<file path="config.mk">
export PLATFORM = sky130hd
export DESIGN_NAME = reg_writeback_queue_flat
export DESIGN_NICKNAME = d
export VERILOG_FILES = /design/src/rtl/reg_writeback_queue_if.sv /design/src/rtl/reg_writeback_queue.sv /design/src/flat_wrapper.sv
export SDC_FILE = /design/constraint.sdc
export NUM_CORES = 1
export LEC_CHECK = 0
export BUFFER_PORTS_ARGS = -buffer_cell sky130_fd_sc_hd__buf_2
export CAP_MARGIN = 20
export CORE_MARGIN = 5
export CORE_UTILIZATION = 40
export CTS_BUF_LIST = sky130_fd_sc_hd__clkbuf_4 sky130_fd_sc_hd__clkbuf_8
export CTS_CLUSTER_DIAMETER = 120
export DETAILED_ROUTE_END_ITERATION = 10
export GPL_ROUTABILITY_DRIVEN = 0
export PLACE_DENSITY = 0.64
export REMOVE_ABC_BUFFERS = 1
export SKIP_CTS_REPAIR_TIMING = 1
export SLEW_MARGIN = 20
export SYNTH_ARGS = -nofsm -noshare
export SYNTH_HDL_FRONTEND = slang
export SYNTH_SLANG_ARGS = --single-unit
export TNS_END_PERCENT = 5
</file>
<file path="constraint.sdc">
create_clock -name i_CLK -period 5.1 [get_ports i_CLK]
set_input_delay 1.02 -clock i_CLK [delete_from_list [all_inputs] [get_ports i_CLK]]
set_output_delay 1.02 -clock i_CLK [all_outputs]
set_load 0.005 [all_outputs]
</file>
<file path="src/rtl/reg_writeback_queue_if.sv">
// Handshake and bank-port bundle for reg_writeback_queue.
// Producers (ALU, load path, decode) drive the i_* signals; the queue drives the o_* signals.
interface reg_writeback_queue_if #(
    parameter int DATA_W = 8,
    parameter int ADDR_W = 3,
    parameter int DEPTH  = 4
);
    logic                     i_AluValid;
    logic [ADDR_W-1:0]        i_AluAddr;
    logic [DATA_W-1:0]        i_AluData;
    logic                     o_AluReady;
    logic                     i_MemValid;
    logic [ADDR_W-1:0]        i_MemAddr;
    logic [DATA_W-1:0]        i_MemData;
    logic                     o_MemReady;
    logic                     i_WbStall;
    logic [ADDR_W-1:0]        o_WbAddr;
    logic [DATA_W-1:0]        o_WbData;
    logic                     o_WbEn;
    logic [ADDR_W-1:0]        i_LookupAddr;
    logic                     o_FwdHit;
    logic [DATA_W-1:0]        o_FwdData;
    logic [2**ADDR_W-1:0]     o_Pending;
    logic [$clog2(DEPTH):0]   o_Count;

    modport master (
        output i_AluValid, i_AluAddr, i_AluData,
        output i_MemValid, i_MemAddr, i_MemData,
        output i_WbStall, i_LookupAddr,
        input  o_AluReady, o_MemReady, o_WbAddr, o_WbData, o_WbEn,
        input  o_FwdHit, o_FwdData, o_Pending, o_Count
    );

    modport slave (
        input  i_AluValid, i_AluAddr, i_AluData,
        input  i_MemValid, i_MemAddr, i_MemData,
        input  i_WbStall, i_LookupAddr,
        output o_AluReady, o_MemReady, o_WbAddr, o_WbData, o_WbEn,
        output o_FwdHit, o_FwdData, o_Pending, o_Count
    );
endinterface

</file>
<file path="src/rtl/reg_writeback_queue.sv">
// In-order writeback FIFO between the ALU/load paths and the register bank,
// with a pending-write scoreboard and youngest-entry forwarding lookup.
module reg_writeback_queue #(
    parameter int DATA_W = 8,
    parameter int ADDR_W = 3,
    parameter int DEPTH  = 4
) (
    input logic                 i_CLK,
    input logic                 i_RSTn,
    reg_writeback_queue_if.slave bus
);
    localparam int PTR_W = $clog2(DEPTH);
    localparam int CNT_W = PTR_W + 1;
    localparam int NREG  = 2**ADDR_W;

    logic [PTR_W-1:0]  wr_ptr_q, wr_ptr_d;
    logic [PTR_W-1:0]  rd_ptr_q, rd_ptr_d;
    logic [CNT_W-1:0]  count_q, count_d;
    logic [DEPTH-1:0]  valid_q, valid_d;
    logic [ADDR_W-1:0] addr_q [DEPTH];
    logic [ADDR_W-1:0] addr_d [DEPTH];
    logic [DATA_W-1:0] data_q [DEPTH];
    logic [DATA_W-1:0] data_d [DEPTH];

    logic full, empty, mem_ready, alu_ready, push_mem, push_alu, push, pop;
    logic [NREG-1:0]   pending;
    logic              fwd_hit;
    logic [DATA_W-1:0] fwd_data;
    logic [PTR_W-1:0]  idx;

    // The load path has priority; only one result is accepted per cycle.
    assign full      = (count_q == CNT_W'(DEPTH));
    assign empty     = (count_q == '0);
    assign mem_ready = i_RSTn & ~full;
    assign alu_ready = mem_ready & ~bus.i_MemValid;
    assign push_mem  = bus.i_MemValid & mem_ready;
    assign push_alu  = bus.i_AluValid & alu_ready;
    assign push      = push_mem | push_alu;
    assign pop       = i_RSTn & ~empty & ~bus.i_WbStall;

    assign bus.o_MemReady = mem_ready;
    assign bus.o_AluReady = alu_ready;
    assign bus.o_WbEn     = pop;
    assign bus.o_WbAddr   = empty ? '0 : addr_q[rd_ptr_q];
    assign bus.o_WbData   = empty ? '0 : data_q[rd_ptr_q];
    assign bus.o_Count    = count_q;
    assign bus.o_Pending  = pending;
    assign bus.o_FwdHit   = fwd_hit;
    assign bus.o_FwdData  = fwd_data;

    always_comb begin
        wr_ptr_d = wr_ptr_q;
        rd_ptr_d = rd_ptr_q;
        valid_d  = valid_q;
        addr_d   = addr_q;
        data_d   = data_q;
        if (pop) begin
            valid_d[rd_ptr_q] = 1'b0;
            rd_ptr_d          = rd_ptr_q + PTR_W'(1);
        end
        if (push) begin
            valid_d[wr_ptr_q] = 1'b1;
            addr_d[wr_ptr_q]  = push_mem ? bus.i_MemAddr : bus.i_AluAddr;
            data_d[wr_ptr_q]  = push_mem ? bus.i_MemData : bus.i_AluData;
            wr_ptr_d          = wr_ptr_q + PTR_W'(1);
        end
        count_d = count_q + CNT_W'(push) - CNT_W'(pop);
    end

    // Walk oldest to youngest so the last matching entry is the one forwarded.
    always_comb begin
        pending  = '0;
        fwd_hit  = 1'b0;
        fwd_data = '0;
        idx      = '0;
        for (int k = 0; k < DEPTH; k++) begin
            idx = rd_ptr_q + PTR_W'(k);
            if (valid_q[idx]) begin
                pending[addr_q[idx]] = 1'b1;
                if (addr_q[idx] == bus.i_LookupAddr) begin
                    fwd_hit  = 1'b1;
                    fwd_data = data_q[idx];
                end
            end
        end
    end

    always_ff @(posedge i_CLK) begin
        if (!i_RSTn) begin
            wr_ptr_q <= '0;
            rd_ptr_q <= '0;
            count_q  <= '0;
            valid_q  <= '0;
        end else begin
            wr_ptr_q <= wr_ptr_d;
            rd_ptr_q <= rd_ptr_d;
            count_q  <= count_d;
            valid_q  <= valid_d;
        end
    end

    // Entry payload is never cleared; the valid bits alone qualify it.
    always_ff @(posedge i_CLK) begin
        addr_q <= addr_d;
        data_q <= data_d;
    end
endmodule

</file>
<file path="src/flat_wrapper.sv">
// flat-port wrapper written by rule: the top's interface ports become plain ports
module reg_writeback_queue_flat 
#(
    parameter int DATA_W = 8,
    parameter int ADDR_W = 3,
    parameter int DEPTH  = 4
)
  (i_CLK, i_RSTn, bus_i_AluValid, bus_i_AluAddr, bus_i_AluData, bus_i_MemValid, bus_i_MemAddr, bus_i_MemData, bus_i_WbStall, bus_i_LookupAddr, bus_o_AluReady, bus_o_MemReady, bus_o_WbAddr, bus_o_WbData, bus_o_WbEn, bus_o_FwdHit, bus_o_FwdData, bus_o_Pending, bus_o_Count);
  reg_writeback_queue_if #(.DATA_W(DATA_W), .ADDR_W(ADDR_W), .DEPTH(DEPTH)) bus_i ();
  input logic i_CLK;
  input logic i_RSTn;
  input wire logic [$bits(bus_i.i_AluValid)-1:0] bus_i_AluValid;
  input wire logic [$bits(bus_i.i_AluAddr)-1:0] bus_i_AluAddr;
  input wire logic [$bits(bus_i.i_AluData)-1:0] bus_i_AluData;
  input wire logic [$bits(bus_i.i_MemValid)-1:0] bus_i_MemValid;
  input wire logic [$bits(bus_i.i_MemAddr)-1:0] bus_i_MemAddr;
  input wire logic [$bits(bus_i.i_MemData)-1:0] bus_i_MemData;
  input wire logic [$bits(bus_i.i_WbStall)-1:0] bus_i_WbStall;
  input wire logic [$bits(bus_i.i_LookupAddr)-1:0] bus_i_LookupAddr;
  output wire logic [$bits(bus_i.o_AluReady)-1:0] bus_o_AluReady;
  output wire logic [$bits(bus_i.o_MemReady)-1:0] bus_o_MemReady;
  output wire logic [$bits(bus_i.o_WbAddr)-1:0] bus_o_WbAddr;
  output wire logic [$bits(bus_i.o_WbData)-1:0] bus_o_WbData;
  output wire logic [$bits(bus_i.o_WbEn)-1:0] bus_o_WbEn;
  output wire logic [$bits(bus_i.o_FwdHit)-1:0] bus_o_FwdHit;
  output wire logic [$bits(bus_i.o_FwdData)-1:0] bus_o_FwdData;
  output wire logic [$bits(bus_i.o_Pending)-1:0] bus_o_Pending;
  output wire logic [$bits(bus_i.o_Count)-1:0] bus_o_Count;
  assign bus_i.i_AluValid = bus_i_AluValid;
  assign bus_i.i_AluAddr = bus_i_AluAddr;
  assign bus_i.i_AluData = bus_i_AluData;
  assign bus_i.i_MemValid = bus_i_MemValid;
  assign bus_i.i_MemAddr = bus_i_MemAddr;
  assign bus_i.i_MemData = bus_i_MemData;
  assign bus_i.i_WbStall = bus_i_WbStall;
  assign bus_i.i_LookupAddr = bus_i_LookupAddr;
  assign bus_o_AluReady = bus_i.o_AluReady;
  assign bus_o_MemReady = bus_i.o_MemReady;
  assign bus_o_WbAddr = bus_i.o_WbAddr;
  assign bus_o_WbData = bus_i.o_WbData;
  assign bus_o_WbEn = bus_i.o_WbEn;
  assign bus_o_FwdHit = bus_i.o_FwdHit;
  assign bus_o_FwdData = bus_i.o_FwdData;
  assign bus_o_Pending = bus_i.o_Pending;
  assign bus_o_Count = bus_i.o_Count;
  reg_writeback_queue #(.DATA_W(DATA_W), .ADDR_W(ADDR_W), .DEPTH(DEPTH)) u_core (.i_CLK(i_CLK), .i_RSTn(i_RSTn), .bus(bus_i));
endmodule
</file>
==> flow_metrics.env, run 1 <==
export IMPL_design_core_area_sq_um=10200
export IMPL_drive_gt1_share_pct=35.5
export IMPL_power_uw=2080
export IMPL_overflow=0
export IMPL_synthTopCellsByArea="edfxtp_1 32%, mux4_2 13%, dfxtp_1 5.3%"
export IMPL_die_h_um=112
export IMPL_register_area_sq_um=1540
export IMPL_drt_wl_total_um=9680
export IMPL_synth_area_sq_um=4130
export IMPL_p_int_uw=1240
export IMPL_wl_met3_um=425
export IMPL_grt_pass1_vias=2969
export IMPL_grt_max_degree=53
export IMPL_root_buffer="clkbuf_8"
export IMPL_rsz0062_at_grt="no"
export IMPL_synth_warnings=0
export IMPL_muxShareOfSynthArea_pct=23.1
export IMPL_synthToLayoutAreaGrowth_pct=11.6
export IMPL_slew_violations=0
export IMPL_p_switching_uw=837
export IMPL_grt_pass1_wl_um=15700
export IMPL_min_period_ps=4480
export IMPL_drv_cap=0
export IMPL_outcome="complete, no violations"
export IMPL_syn_inst=351
export IMPL_cts_inserted_buffers=5
export IMPL_critPathArrivalTime_ps=3460
export IMPL_vias_per_cell=5.54
export IMPL_nFillCells=982
export IMPL_vias=2985
export IMPL_dieArea_sq_um=12400
export IMPL_swShare_pct=40.3
export IMPL_initial_core_util_pct=40.5
export IMPL_drc=0
export IMPL_cp_required_ps=4080
export IMPL_p_leak_uw=0.00173
export IMPL_async_flop_share_pct=0
export IMPL_antenna_left=0
export IMPL_synth_top_family_by_area="multiplexers"
export IMPL_cpPeakStageDelay_ps=670
export IMPL_fmax_mhz=223
export IMPL_yosysSeqAreaShare_pct=37.4
export IMPL_synth_xor_area_share_pct=4.55
export IMPL_setup_violations_final=0
export IMPL_clk_latency_ps=300
export IMPL_drt_pass1_iter_count=4
export IMPL_clkPwrFrac_pct=13.5
export IMPL_port_buffers=63
export IMPL_avgSynthCellArea_sq_um=11.8
export IMPL_worstMarginPinSlew_ps=789
export IMPL_wl_met2_um=4740
export IMPL_drtIter0Drc=198
export IMPL_antenna_found_initial=0
export IMPL_cts_tree="yes"
export IMPL_path_cells="buf_4 > mux4_2 > xnor2_1 > and4_4 > nand2b_1 > a311oi_1 > a221oi_2 > buf_2"
export IMPL_cts_sinks=55
export IMPL_fin_crit_sh_pct=87.8
export IMPL_yosys_area_share_simple_pct=12.7
export IMPL_ys_types=50
export IMPL_yosys_top_cells_count="44 x edfxtp_1, 26 x nand2_1, 24 x mux4_2"
export IMPL_peakVddDrop_mv=0.169
export IMPL_power_density_nw_per_um2=451
export IMPL_path_clk_slew_ps=90
export IMPL_finClkSkew_ps=7.09
export IMPL_max_slew_margin_rel_pct=47.4
export IMPL_die_w_um=112
export IMPL_wire_per_inst_um=18.0
export IMPL_antennaDiodeCount=0
export IMPL_synth_top_area_share_pct=32.0
export IMPL_yosysMostFrequentCell="edfxtp_1"
export IMPL_final_hold_violation_count=0
export IMPL_yosysTopAreaCell="edfxtp_1"
export IMPL_utilization_pct=45.2
export IMPL_p_seq_share_pct=28.2
export IMPL_ys_seq_elements=55
export IMPL_synthAdderAreaFrac_pct=3.52
export IMPL_synth_edff_count=44
export IMPL_worstSetupPathType="flip-flop to primary output"
export IMPL_h_tree_depth=2
export IMPL_cp_max_fo=52
export IMPL_boundaryPins=64
export IMPL_hpwl_um=7140
export IMPL_cts_buffer_depth=2
export IMPL_row_count=37
export IMPL_p_comb_share_pct=58.3
export IMPL_end_kind="primary output"
export IMPL_cp_slowest_cell="mux4_2"
export IMPL_cp_start_kind="flip-flop"
export IMPL_synth_ff_type="edfxtp_1"
export IMPL_synth_compound_area_share_pct=13.5
export IMPL_highest_signal_layer="met4"
export IMPL_wl_met1_um=4300
export IMPL_multi_input_area_sq_um=2370
export IMPL_grt_use_total_pct=15.5
export IMPL_hp_class="flip-flop to flip-flop"
export IMPL_nets=443
==> registers in the layout (all words and copies together) (netlist names) <==
signal	flops
u_core.data_q	32
u_core.addr_q	12
u_core.valid_q	4
u_core.bus.o_Count	3
u_core.rd_ptr_q	2
u_core.wr_ptr_q	2
==> stage by stage <==
step / setup slack, ps / setup TNS, ps / hold slack [ps] / instances / area [sq um]
2_1_floorplan: -512 / -4880 / 528 / 328 / 3980
6_report: 622 / 0 / 565 / 539 / 4610
5_1_grt: 353 / 0 / 614 / 539 / 4610
4_1_cts: 625 / 0 / 570 / 539 / 4610
3_3_place_gp: 1040 / 0 / 550 / 531 / 4500
3_5_place_dp: 983 / 0 / 555 / 531 / 4500
==> final timing paths <==
| kind | slack [ps] | from | endpoint | cells after the start |
|---|---|---|---|---|
| worst max-delay path | 620 | u_core.rd_ptr_q[0] | bus_o_FwdData[7] | 8 |
| worst min-delay path | 570 | u_core.wr_ptr_q[1] | u_core.wr_ptr_q[1] | 2 |
| worst max register to register | 2620 | u_core.bus.o_Count[1] | u_core.bus.o_Count[2] | 12 |
| worst min register to register | 570 | u_core.wr_ptr_q[1] | u_core.wr_ptr_q[1] | 2 |
==> cells in the final DEF (no fill, tap or decap), types with 4 or more instances in the layout <==
master and instances:
and2_1 9, mux2_2 17, o21a_1 4, nand2_1 26, buf_2 63, o221ai_1 5, inv_1 17, and2b_1 4
mux2i_1 14, o21ai_0 11, a221oi_2 5, a21oi_1 7, ha_1 10, nor2_1 19, edfxtp_1 44, nor2b_1 14
o32a_1 4, buf_4 4, a21boi_0 4, a211oi_2 9, nand2b_1 9, a311oi_1 5, mux2_1 7, mux4_2 24
xnor2_2 4, xnor2_1 12, clkbuf_8 5, dfxtp_1 10
==> power groups by stage <==
stage	logic, uW	clock network (uW)	registers, uW
2_1_floorplan	832	0	658
3_3_place_gp	1200	0	593
3_5_place_dp	1220	0	596
4_1_cts	1230	288	586
5_1_grt	1340	306	592
6_report	1210	280	586
==> per-layer routing <==
layer	GRT usage, %	vias up
li1	-	1423
met1	21.0	1459
met2	25.8	87
met3	1.90	16
met4	5.03	0
met5	0	-
==> cells by family (layout without fill, tap and decap cells) <==
group / after synthesis / after routing
DFF: 55 / 55
muxes: 62 / 62
and+or+nand+nor: 98 / 98
AOI/OAI and AO/OA: 66 / 66
xor gates and xnor gates: 18 / 18
buffers and inverters: 41 / 93
adders and majority gates: 11 / 11
==> cell type report <==
cell class,instances,area share (%)
Sequential cell,55,33.5
Tap cell,136,3.69
Timing Repair Buffer,67,7.50
Clock inverter,3,0.842
Multi-Input combinational cell,255,51.5
Clock buffer,5,1.49
Inverter,18,1.47
==> critical path: cells and delay by family, from the launching register on <==
kind | cells | cell delay (ps)
AO/OA/AOI/OAI | 2 | 340
flip-flops | 1 | 330
XOR/XNOR | 1 | 180
AND/OR/NAND/NOR | 2 | 820
multiplexers | 1 | 670
buffers and inverters | 2 | 780
Power figures use the tool's default switching activity.
==> run 2, diff against run 1 <==
--- a/config.mk
+++ b/config.mk
@@ -8,12 +8,13 @@
 export BUFFER_PORTS_ARGS = -buffer_cell sky130_fd_sc_hd__buf_2
 export CAP_MARGIN = 20
 export CORE_MARGIN = 5
-export CORE_UTILIZATION = 40
+export CORE_UTILIZATION = 55
 export CTS_BUF_LIST = sky130_fd_sc_hd__clkbuf_4 sky130_fd_sc_hd__clkbuf_8
 export CTS_CLUSTER_DIAMETER = 120
 export DETAILED_ROUTE_END_ITERATION = 10
 export GPL_ROUTABILITY_DRIVEN = 0
-export PLACE_DENSITY = 0.64
+export GPL_TIMING_DRIVEN = 0
+export PLACE_DENSITY = 0.82
 export REMOVE_ABC_BUFFERS = 1
 export SKIP_CTS_REPAIR_TIMING = 1
 export SLEW_MARGIN = 20
==> run 2 against run 1 <==
Against the previous run: final cell count is 7.2% lower; via count is 3.0% higher; count of clock-buffer cells in the layout stayed put; critical endpoint is now bus_o_FwdData[6]; critical path type unchanged; sequential power is 11% higher.
==> flow_metrics.env, run 2 (synthesized netlist as in run 1, its figures left out) <==
export IMPL_outcome="complete, no violations"
export IMPL_nFillCells=620
export IMPL_crit_start="u_core.rd_ptr_q[1]"
export IMPL_critPathArrivalTime_ps=3780
export IMPL_drt_pass1_iter_count=5
export IMPL_rsz0062_at_grt="no"
export IMPL_port_buffers=63
export IMPL_top_register="u_core.data_q"
export IMPL_utilization_pct=62.7
export IMPL_final_common_cell="buf_2"
export IMPL_cp_required_ps=4080
export IMPL_regToRegStartpoint="u_core.bus.o_Count[1]"
export IMPL_grt_use_total_pct=19.3
export IMPL_h_tree_depth=2
export IMPL_boundaryPins=64
export IMPL_grt_pass1_vias=3025
export IMPL_overflow=0
export IMPL_slew_violations=0
export IMPL_power_density_nw_per_um2=455
export IMPL_drv_cap=0
export IMPL_largest_reg_flops=32
export IMPL_cts_sinks=55
export IMPL_row_count=31
export IMPL_hp_class="flip-flop to flip-flop"
export IMPL_p_leak_uw=0.00172
export IMPL_multi_input_area_sq_um=2380
export IMPL_die_h_um=96.6
export IMPL_cts_inserted_buffers=5
export IMPL_r2r_slack_ps=2330
export IMPL_synthToLayoutAreaGrowth_pct=10.8
export IMPL_end_kind="primary output"
export IMPL_worstMarginPinSlew_ps=744
export IMPL_hold_depth=2
export IMPL_max_slew_margin_rel_pct=50.4
export IMPL_final_cell_count_no_fill=500
export IMPL_path_clk_slew_ps=100
export IMPL_antenna_found_initial=0
export IMPL_worstHoldStart="u_core.wr_ptr_q[1]"
export IMPL_root_buffer="clkbuf_8"
export IMPL_drc=0
export IMPL_hpwl_um=6590
export IMPL_cp_start_kind="flip-flop"
export IMPL_cts_buffer_depth=2
export IMPL_final_hold_violation_count=0
export IMPL_hold_slack_ps=567
export IMPL_cts_tree="yes"
export IMPL_hold_end="u_core.wr_ptr_q[1]"
export IMPL_drt_wl_total_um=9450
export IMPL_drive_gt1_share_pct=35.9
export IMPL_fmax_mhz=208
export IMPL_cp_max_fo=31
export IMPL_register_area_sq_um=1550
export IMPL_reg_largest_list="u_core.data_q: 32 flops, u_core.addr_q: 12 flops, u_core.valid_q: 4 flops"
export IMPL_r2r_end="u_core.bus.o_Count[2]"
export IMPL_placedCellCount=491
export IMPL_final_cell_mix="63 x buf_2, 44 x edfxtp_1, 26 x nand2_1"
export IMPL_min_period_ps=4800
export IMPL_dieArea_sq_um=9330
export IMPL_peakVddDrop_mv=0.190
export IMPL_design_core_area_sq_um=7290
export IMPL_die_w_um=96.6
export IMPL_setup_violations_final=0
export IMPL_wire_per_inst_um=18.9
export IMPL_power_uw=2080
export IMPL_antennaDiodeCount=0
export IMPL_drtIter0Drc=178
export IMPL_initial_core_util_pct=56.6
export IMPL_worstSetupPathType="flip-flop to primary output"
export IMPL_clk_latency_ps=320
export IMPL_fin_crit_sh_pct=94.1
export IMPL_finClkSkew_ps=12.4
export IMPL_r2r_cells=12
export IMPL_nets=441
export IMPL_vias=3075
export IMPL_grt_max_degree=54
export IMPL_antenna_left=0
export IMPL_grt_pass1_wl_um=14800
export IMPL_vias_per_cell=6.15
## run 2: changes by cell type in the layout (fill, tap and decap cells not counted), sizes merged
cell and change:
buf -2, bufinv -1, inv +1
## run 2: layer usage
metal | up-vias | part of all wire (%) | global-route usage, %
met5 | - | 0 | 0
met4 | 0 | 1.6 | 7.13
met3 | 14 | 6.3 | 3.67
met2 | 130 | 51 | 32.2
met1 | 1510 | 41 | 24.9
li1 | 1421 | - | -
## run 2: layout make-up
| class | count | area share (%) |
|---|---|---|
| Timing Repair Buffer | 65 | 7.58 |
| Inverter | 18 | 1.48 |
| Tap cell | 99 | 2.71 |
| Multi-Input combinational cell | 255 | 52.2 |
| Clock inverter | 3 | 0.630 |
| Clock buffer | 5 | 1.51 |
| Sequential cell | 55 | 33.9 |
## run 2: worst max-delay path, stage by stage (launching register included)
cell	delay [ps]
dfxtp_4	600
inv_2	260
ha_4	570
mux4_2	440
xnor2_1	170
and4_4	400
nand2b_1	480
a311oi_1	100
a221oi_2	250
buf_2	170
## run 2: worst max-delay path by stage
stage	endpoint	cells past startpoint
after floorplan	bus_o_FwdData[0]	8
after global placement	bus_o_FwdData[6]	9
after detailed placement	bus_o_FwdData[6]	9
after CTS	bus_o_FwdData[6]	9
after global routing	bus_o_FwdData[6]	9
final	bus_o_FwdData[6]	9
## run 2: through the flow
step	setup WS (ps)	setup TNS, ps	cell area (sq um)
2_1_floorplan	-512	-4880	3980
3_3_place_gp	-1560	-20690	4420
3_5_place_dp	-594	-4770	4440
4_1_cts	-962	-10220	4530
5_1_grt	59.2	0	4570
6_report	298	0	4570
## run 2: power by group
group	leakage, uW	internal (uW)	switching [uW]
logic	0.00118	563	610
clock network	0.0000502	102	154
registers	0.000493	552	97.8
total	0.00172	1220	862
==> run 3, diff against run 2 <==
==> constraint.sdc (replaced) <==
create_clock -name i_CLK -period 5.1 [get_ports i_CLK]
set_input_delay 0.51 -clock i_CLK [delete_from_list [all_inputs] [get_ports i_CLK]]
set_output_delay 0.51 -clock i_CLK [all_outputs]
set_load 0.005 [all_outputs]
==> run 3 against run 2 <==
Against the previous run: maximum frequency decreased by 0.55%; first-iteration DRC count rose by 28%; largest cell class unchanged; total power down 1.6%; core utilization down 0.45 points; worst setup slack lost 27 ps; global-route usage unchanged; register-to-register slack about the same; clock power barely moved; critical endpoint unchanged; non-clock buffer count down 1; final cell count shrank 0.20%; via count up 0.13%.
==> flow_metrics.env, run 3 (synthesized netlist as in run 1, its figures left out) <==
export IMPL_drt_wl_total_um=9290
export IMPL_p_leak_uw=0.00171
export IMPL_setup_tns_ps=0
export IMPL_boundaryPins=64
export IMPL_cp_start_kind="flip-flop"
export IMPL_nets=440
export IMPL_cts_buffer_depth=2
export IMPL_vias=3079
export IMPL_final_hold_violation_count=0
export IMPL_wire_per_inst_um=18.6
export IMPL_cts_inserted_buffers=5
export IMPL_largest_reg_flops=32
export IMPL_cp_required_ps=4590
export IMPL_power_density_nw_per_um2=451
export IMPL_cts_tree="yes"
export IMPL_drt_pass1_iter_count=5
export IMPL_vias_per_cell=6.17
export IMPL_worstSetupPathType="flip-flop to primary output"
export IMPL_drive_gt1_share_pct=35.8
export IMPL_antennaDiodeCount=0
export IMPL_die_h_um=96.6
export IMPL_nFillCells=622
export IMPL_antenna_found_initial=0
export IMPL_top_register="u_core.data_q"
export IMPL_fmax_mhz=207
export IMPL_drtIter0Drc=227
export IMPL_die_w_um=96.6
export IMPL_antenna_left=0
export IMPL_critPathArrivalTime_ps=4320
export IMPL_initial_core_util_pct=56.6
export IMPL_register_area_sq_um=1550
export IMPL_hold_slack_ps=524
export IMPL_rsz0062_at_grt="no"
export IMPL_utilization_pct=62.2
export IMPL_dieArea_sq_um=9330
export IMPL_hp_class="input pin to flip-flop"
export IMPL_finClkSkew_ps=7.44
export IMPL_min_period_ps=4830
export IMPL_clk_latency_ps=320
export IMPL_grt_max_degree=54
export IMPL_peakVddDrop_mv=0.208
export IMPL_hpwl_um=6590
export IMPL_cts_sinks=55
export IMPL_drv_cap=0
export IMPL_grt_pass1_wl_um=14800
export IMPL_multi_input_area_sq_um=2370
export IMPL_row_count=31
export IMPL_drc=0
export IMPL_synthToLayoutAreaGrowth_pct=9.98
export IMPL_setup_violations_final=0
export IMPL_port_buffers=63
export IMPL_path_clk_slew_ps=100
export IMPL_overflow=0
export IMPL_end_kind="primary output"
export IMPL_slew_violations=0
export IMPL_design_core_area_sq_um=7290
export IMPL_reg_largest_list="u_core.data_q: 32 flops, u_core.addr_q: 12 flops, u_core.valid_q: 4 flops"
export IMPL_final_common_cell="buf_2"
export IMPL_final_cell_mix="63 x buf_2, 44 x edfxtp_1, 26 x nand2_1"
export IMPL_max_slew_margin_rel_pct=46.3
export IMPL_h_tree_depth=2
export IMPL_grt_use_total_pct=19.3
export IMPL_cp_max_fo=31
export IMPL_outcome="complete, no violations"
export IMPL_fin_crit_sh_pct=94.7
export IMPL_root_buffer="clkbuf_8"
export IMPL_worstMarginPinSlew_ps=806
export IMPL_grt_pass1_vias=3025
==> run 3: changes by cell type in the layout (fill, tap and decap cells not counted), sizes merged <==
| cell | delta |
|---|---|
| buf | -1 |
==> run 3: path summary, 6_finish.rpt <==
kind                               from  cells after the start  slack, ps               endpoint
setup / recovery     u_core.rd_ptr_q[1]                      9        270       bus_o_FwdData[6]
hold / removal                   i_RSTn                      2        520      u_core.valid_q[2]
setup reg to reg  u_core.bus.o_Count[1]                     12       2330  u_core.bus.o_Count[2]
hold reg to reg      u_core.wr_ptr_q[1]                      2        570     u_core.wr_ptr_q[1]
==> run 3: worst max-delay path, stage by stage (launching register included) <==
cell,delay (ps)
dfxtp_2,760
inv_2,340
ha_2,830
mux4_2,480
xnor2_1,170
and4_4,390
nand2b_1,490
a311oi_1,100
a221oi_2,240
buf_2,160
==> run 3: layout make-up <==
cell class              count  share of cell area, %
repair buffers             64                   7.20
clock buffers               5                   1.52
inverters                  18                   1.49
flip-flops and latches     55                   34.1
well taps                  99                   2.73
multi-input cells         255                   52.3
clock inverters             3                  0.634
==> run 3: per-layer routing <==
layer | track usage (%) | part of all wire [%]
met1 | 24.9 | 41
met2 | 32.2 | 51
met3 | 3.67 | 5.8
met4 | 7.13 | 1.6
met5 | 0 | 0
==> run 3: power by group <==
group / leakage [uW] / internal (uW) / total [uW] / switching (uW)
sequential: 0.000492 / 551 / 681 / 131
clock: 0.0000502 / 102 / 255 / 153
combinational: 0.00117 / 544 / 1110 / 564
==> run 3: through the flow <==
stage / area [sq um] / setup WS (ps) / power [uW] / cells
finish: 4540 / 272 / 2040 / 499
floorplan: 3980 / -1.69 / 1490 / 328
CTS: 4530 / -452 / 2060 / 499
detailed placement: 4440 / -83.7 / 1800 / 491
global placement: 4420 / -1050 / 1760 / 490
global route: 4540 / 20.6 / 2180 / 499
